$ cat src/rtl/tt_sel_seq.sv
// rtl/tt_sel_seq.sv - design-select sequencer driving sel_rst_n / sel_inc / ena
//
// Turns a single "select design N" request into the pin sequence the
// controller select chain expects: hold sel_rst_n low, pause, clock N
// sel_inc pulses, settle, then raise ena (with a one-cycle done strobe).
//
// Ports:
//   clk        in   system clock
//   rst        in   asynchronous active-high reset
//   req_valid  in   select request
//   req_addr   in   target design address, latched on accept
//   req_ready  out  high only while idle
//   dis        in   level; in idle (after a completed sequence) forces ena low
//   sel_rst_n  out  to ctrl_sel_rst_n
//   sel_inc    out  to ctrl_sel_inc
//   ena        out  to ctrl_ena
//   done       out  one-cycle pulse when ena rises at the end of a sequence
//   busy       out  inverse of req_ready

module tt_sel_seq #(
    parameter int ADDR_W     = 10,
    parameter int RST_CYC    = 4,
    parameter int GAP_CYC    = 2,
    parameter int PULSE_CYC  = 2,
    parameter int SETTLE_CYC = 4
) (
    input  logic              clk,
    input  logic              rst,
    input  logic              req_valid,
    input  logic [ADDR_W-1:0] req_addr,
    output logic              req_ready,
    input  logic              dis,
    output logic              sel_rst_n,
    output logic              sel_inc,
    output logic              ena,
    output logic              done,
    output logic              busy
);

    localparam int MAX_RG  = (RST_CYC > GAP_CYC) ? RST_CYC : GAP_CYC;
    localparam int MAX_PS  = (PULSE_CYC > SETTLE_CYC) ? PULSE_CYC : SETTLE_CYC;
    localparam int MAX_CYC = (MAX_RG > MAX_PS) ? MAX_RG : MAX_PS;
    localparam int CNT_W   = $clog2(MAX_CYC) + 1;

    localparam logic [CNT_W-1:0] RST_LD    = CNT_W'(RST_CYC - 1);
    localparam logic [CNT_W-1:0] GAP_LD    = CNT_W'(GAP_CYC - 1);
    localparam logic [CNT_W-1:0] PULSE_LD  = CNT_W'(PULSE_CYC - 1);
    localparam logic [CNT_W-1:0] SETTLE_LD = CNT_W'(SETTLE_CYC - 1);

    typedef enum logic [2:0] {
        S_IDLE,
        S_RST,
        S_GAP,
        S_INC_H,
        S_INC_L,
        S_SETTLE
    } state_t;

    state_t            state;
    logic [CNT_W-1:0]  cnt;
    logic [ADDR_W-1:0] rem;
    logic [ADDR_W-1:0] rem_dec;
    // Set once any sequence has completed; until then dis cannot raise ena.
    logic              seq_seen;

    assign rem_dec = rem - 1'b1;

    always_ff @(posedge clk or posedge rst) begin
        if (rst) begin
            state     <= S_IDLE;
            cnt       <= '0;
            rem       <= '0;
            seq_seen  <= 1'b0;
            sel_rst_n <= 1'b0;
            sel_inc   <= 1'b0;
            ena       <= 1'b0;
            done      <= 1'b0;
            req_ready <= 1'b1;
            busy      <= 1'b0;
        end else begin
            done <= 1'b0;

            // Shared duration counter; each state's exit reloads it below.
            if (state != S_IDLE && cnt != '0) begin
                cnt <= cnt - 1'b1;
            end

            case (state)
                S_IDLE: begin
                    if (req_valid && req_ready) begin
                        state     <= S_RST;
                        cnt       <= RST_LD;
                        rem       <= req_addr;
                        sel_rst_n <= 1'b0;
                        sel_inc   <= 1'b0;
                        ena       <= 1'b0;
                        req_ready <= 1'b0;
                        busy      <= 1'b1;
                    end else if (seq_seen) begin
                        ena <= ~dis;
                    end
                end

                S_RST: begin
                    if (cnt == '0) begin
                        state     <= S_GAP;
                        cnt       <= GAP_LD;
                        sel_rst_n <= 1'b1;
                    end
                end

                S_GAP: begin
                    if (cnt == '0) begin
                        if (rem != '0) begin
                            state   <= S_INC_H;
                            cnt     <= PULSE_LD;
                            sel_inc <= 1'b1;
                        end else begin
                            state <= S_SETTLE;
                            cnt   <= SETTLE_LD;
                        end
                    end
                end

                S_INC_H: begin
                    if (cnt == '0) begin
                        state   <= S_INC_L;
                        cnt     <= PULSE_LD;
                        sel_inc <= 1'b0;
                    end
                end

                S_INC_L: begin
                    if (cnt == '0) begin
                        rem <= rem_dec;
                        if (rem_dec != '0) begin
                            state   <= S_INC_H;
                            cnt     <= PULSE_LD;
                            sel_inc <= 1'b1;
                        end else begin
                            state <= S_SETTLE;
                            cnt   <= SETTLE_LD;
                        end
                    end
                end

                S_SETTLE: begin
                    if (cnt == '0) begin
                        state     <= S_IDLE;
                        ena       <= 1'b1;
                        done      <= 1'b1;
                        req_ready <= 1'b1;
                        busy      <= 1'b0;
                        seq_seen  <= 1'b1;
                    end
                end

                default: begin
                    state <= S_IDLE;
                end
            endcase
        end
    end

endmodule

$ cat config.mk
export PLATFORM = sky130hd
export DESIGN_NAME = tt_sel_seq
export DESIGN_NICKNAME = d
export VERILOG_FILES = /design/src/rtl/tt_sel_seq.sv
export SDC_FILE = /design/constraint.sdc
export NUM_CORES = 1
export LEC_CHECK = 0
export BUFFER_PORTS_ARGS = -buffer_cell sky130_fd_sc_hd__buf_2
export CORE_ASPECT_RATIO = 1.5
export CORE_MARGIN = 1.5
export CORE_UTILIZATION = 45
export DETAILED_ROUTE_END_ITERATION = 10
export PLACE_DENSITY = 0.67
export SLEW_MARGIN = 0
export SYNTH_ARGS = -nofsm -noshare
export SYNTH_HDL_FRONTEND = slang
export SYNTH_SLANG_ARGS = --single-unit
$ cat constraint.sdc
create_clock -name clk -period 3.3 [get_ports clk]
set_clock_uncertainty 0.2 [all_clocks]
set_input_delay 0 -clock clk [delete_from_list [all_inputs] [get_ports clk]]
set_output_delay 0 -clock clk [all_outputs]
set_load 0.1 [all_outputs]
==> out/results.ini <==
[run_status]
status = complete, no violations

[routing]
ant_nets = 0
vias = 1496
via_per_inst = 5.821
first_pass_iters = 4
drtIter0Drc = 50
routed_wl_um = 3728
detail_route.wl_per_cell_um = 14.51
drc = 0

[yosys]
synthDistinctLibCells = 51
synth_mux_area_share_pct = 0.6250
synth_compound_area_share_pct = 28.59
syn_area_per_cell_um2 = 8.385
netlist_instances = 191
synthSimpleGateAreaFrac_pct = 22.81
syn_nets = 209
synth_edf_count = 0
netlist_area_um2 = 1602
ys_seq_area_share_pct = 36.02
synth_top_family_by_area = compound AO/OA/AOI/OAI gates
yosys.area_share.adder_pct = 3.125
ys_seq_elements = 23
ys_warn_count = 0
synth_top_flop_cell = dfrtp_1
postSynth.asyncResetShare_pct = 100.0
synthXorXnorAreaFrac_pct = 0.5469

[timing]
clock.fmax_mhz = 409.4
fin_crit_ns = 2.443
period_share_pct = 74.02
setup_viol = 0
rsz0062_at_grt = false
worstMarginPinSlew_ns = 0.8837
report.final.slew_viol_count = 0
hold_viol = 0
relSlewSlack_pct = 41.02
tns_ns = 0

[cells_and_area]
final_common_cell = o21ai_0
drive_gt1_share_pct = 17.21
final_nets = 234
fin_util_pct = 53.33
num_antenna_cells = 0
final_cell_mix = 31 x o21ai_0, 23 x nor2_1, 22 x dfrtp_1
area_growth_pct = 13.75

[grt]
grt-ovfl-total = 0
antenna_found_initial = 0
grt.total_usage_pct = 20.30
grt_max_degree = 32
first_global_vias = 1410
grt_pass1_wl_um = 6161

[placed_design]
dp_hpwl_um = 2694
gp_congestion = 0.7940
io_buffers = 19

[pwr]
power_uw = 1629
peakVddDrop_v = 0.0008042
power.density_nw_per_um2 = 894.0
p_leak_uw = 0.0007845

[floorplan]
die_y_um = 76.07
ioPinCount = 20
start_util_pct = 46.89
fp.dieW_um = 51.71
core_um2 = 3416
placementRows = 26
dieArea_um2 = 3933

[setup_path]
worstPathMaxFanout = 22
cp-start-kind = flop
arrival_ns = 2.40
path_class = reg -> reg
cp-end-kind = flop
critPathRequiredTime_ns = 3.26

[run]
maxCapViolations = 0

[clock_network]
cts_root_buf = clkbuf_8
cts_tree = built
cts.clk_slew.worst_paths_ns = 0.08
clk_latency_ns = 0.26
cts_max_level = 1
cts_buffers = 3
cts_setup_buffers = 0
cts_resized = 0
clock_sinks = 23
cts_buffer_depth = 2

[worst_hold_path]
hp-class = in -> async

==> cells by family (layout without fill, tap and decap cells) <==
| kind of cell | count (synthesis) | after routing |
|---|---|---|
| AOI/OAI and AO/OA | 74 | 74 |
| xor gates and xnor gates | 1 | 1 |
| adders and majority gates | 4 | 4 |
| buffers and inverters | 19 | 43 |
| DFF | 23 | 23 |
| muxes | 1 | 1 |
| and+or+nand+nor | 69 | 69 |
==> final cells by class <==
cell class | instances | area [µm²]
clock buffers | 4 | 45.04
multi-input cells | 149 | 892.1
fillers | 337 | 1594
flip-flops and latches | 23 | 576.8
well taps | 42 | 52.55
inverters | 6 | 22.52
repair buffers | 33 | 232.7
==> synth_stat cells, drive strengths merged, types with 2 or more instances <==
library cell | instances | area, µm²
buf | 3 | 22.52
dfrtp | 22 | 550.5
a22oi | 4 | 30.03
o21ai | 33 | 172.7
nor2 | 23 | 86.33
and2 | 2 | 12.52
nor4 | 3 | 18.77
o21a | 2 | 15.01
o21bai | 2 | 15.01
o41ai | 2 | 17.52
o22ai | 2 | 12.51
a21o | 2 | 16.27
nand3 | 3 | 15.01
clkbuf | 10 | 87.59
ha | 4 | 50.05
a21oi | 16 | 80.08
nand2 | 14 | 52.55
inv | 6 | 22.52
nand3b | 2 | 15.01
or2 | 3 | 18.77
nor3 | 6 | 35.03
nand2b | 4 | 25.02
or2b | 2 | 17.52
nor3b | 2 | 20.02
==> worst paths after layout <==
check	start	end	slack [ns]	depth (start not counted)
setup / recovery	cnt[0]	sel_inc	0.86	8
hold / removal	rst	rem[0]	0.26	3
setup reg to reg	cnt[0]	sel_inc	0.86	8
hold reg to reg	sel_inc	sel_inc	0.30	1
max in group asynchronous	rst	rem[2]	2.09	3
min in group clk	sel_inc	sel_inc	0.30	1
==> what timing repair did <==
item / 4_1_cts / 5_1_grt
hold buffers: 13 / 0
endpoints found under the setup margin: 0 / 0
endpoints found under the hold margin: 34 / 0
==> worst max-delay path: stages, from the launching register on <==
cell and delay [ns]:
dfrtp_1 0.42, inv_1 0.09, ha_1 0.19, or2b_2 0.42, mux2i_1 0.17, nand2_1 0.36
o21ai_0 0.23, o211ai_2 0.11, o2bb2ai_1 0.13
==> state kept, by name, summed over array words and instances (netlist names) <==
| signal | count |
|---|---|
| state | 3 |
| ena | 1 |
| seq_seen | 1 |
| req_ready | 1 |
| done | 1 |
| cnt | 3 |
| sel_inc | 1 |
| sel_rst_n | 1 |
| busy | 1 |
| rem | 10 |
==> power by group <==
group	total [µW]	switching [µW]	internal, µW
clock	176	90.0	86.3
sequential	578	183	395
combinational	874	551	323
==> metrics by stage <==
step	instances	hold WS (ns)	setup WS (ns)	area [µm²]
after floorplan	191	-0.1988	1.219	1602
after global placement	240	0.02694	0.9259	1647
after detailed placement	240	0.03878	0.8571	1647
after CTS	257	0.2962	0.8470	1822
after global routing	257	0.3268	0.6567	1822
final	257	0.2649	0.8574	1822
==> routing by layer <==
layer	vias to the layer above	global-route usage, %	wire length [µm]
li1	737	-	-
met1	711	23.12	1466
met2	38	34.62	2009
met3	10	2.745	130
met4	0	12.11	122
met5	-	0	0
No activity file was read; power rests on OpenSTA's default activity.
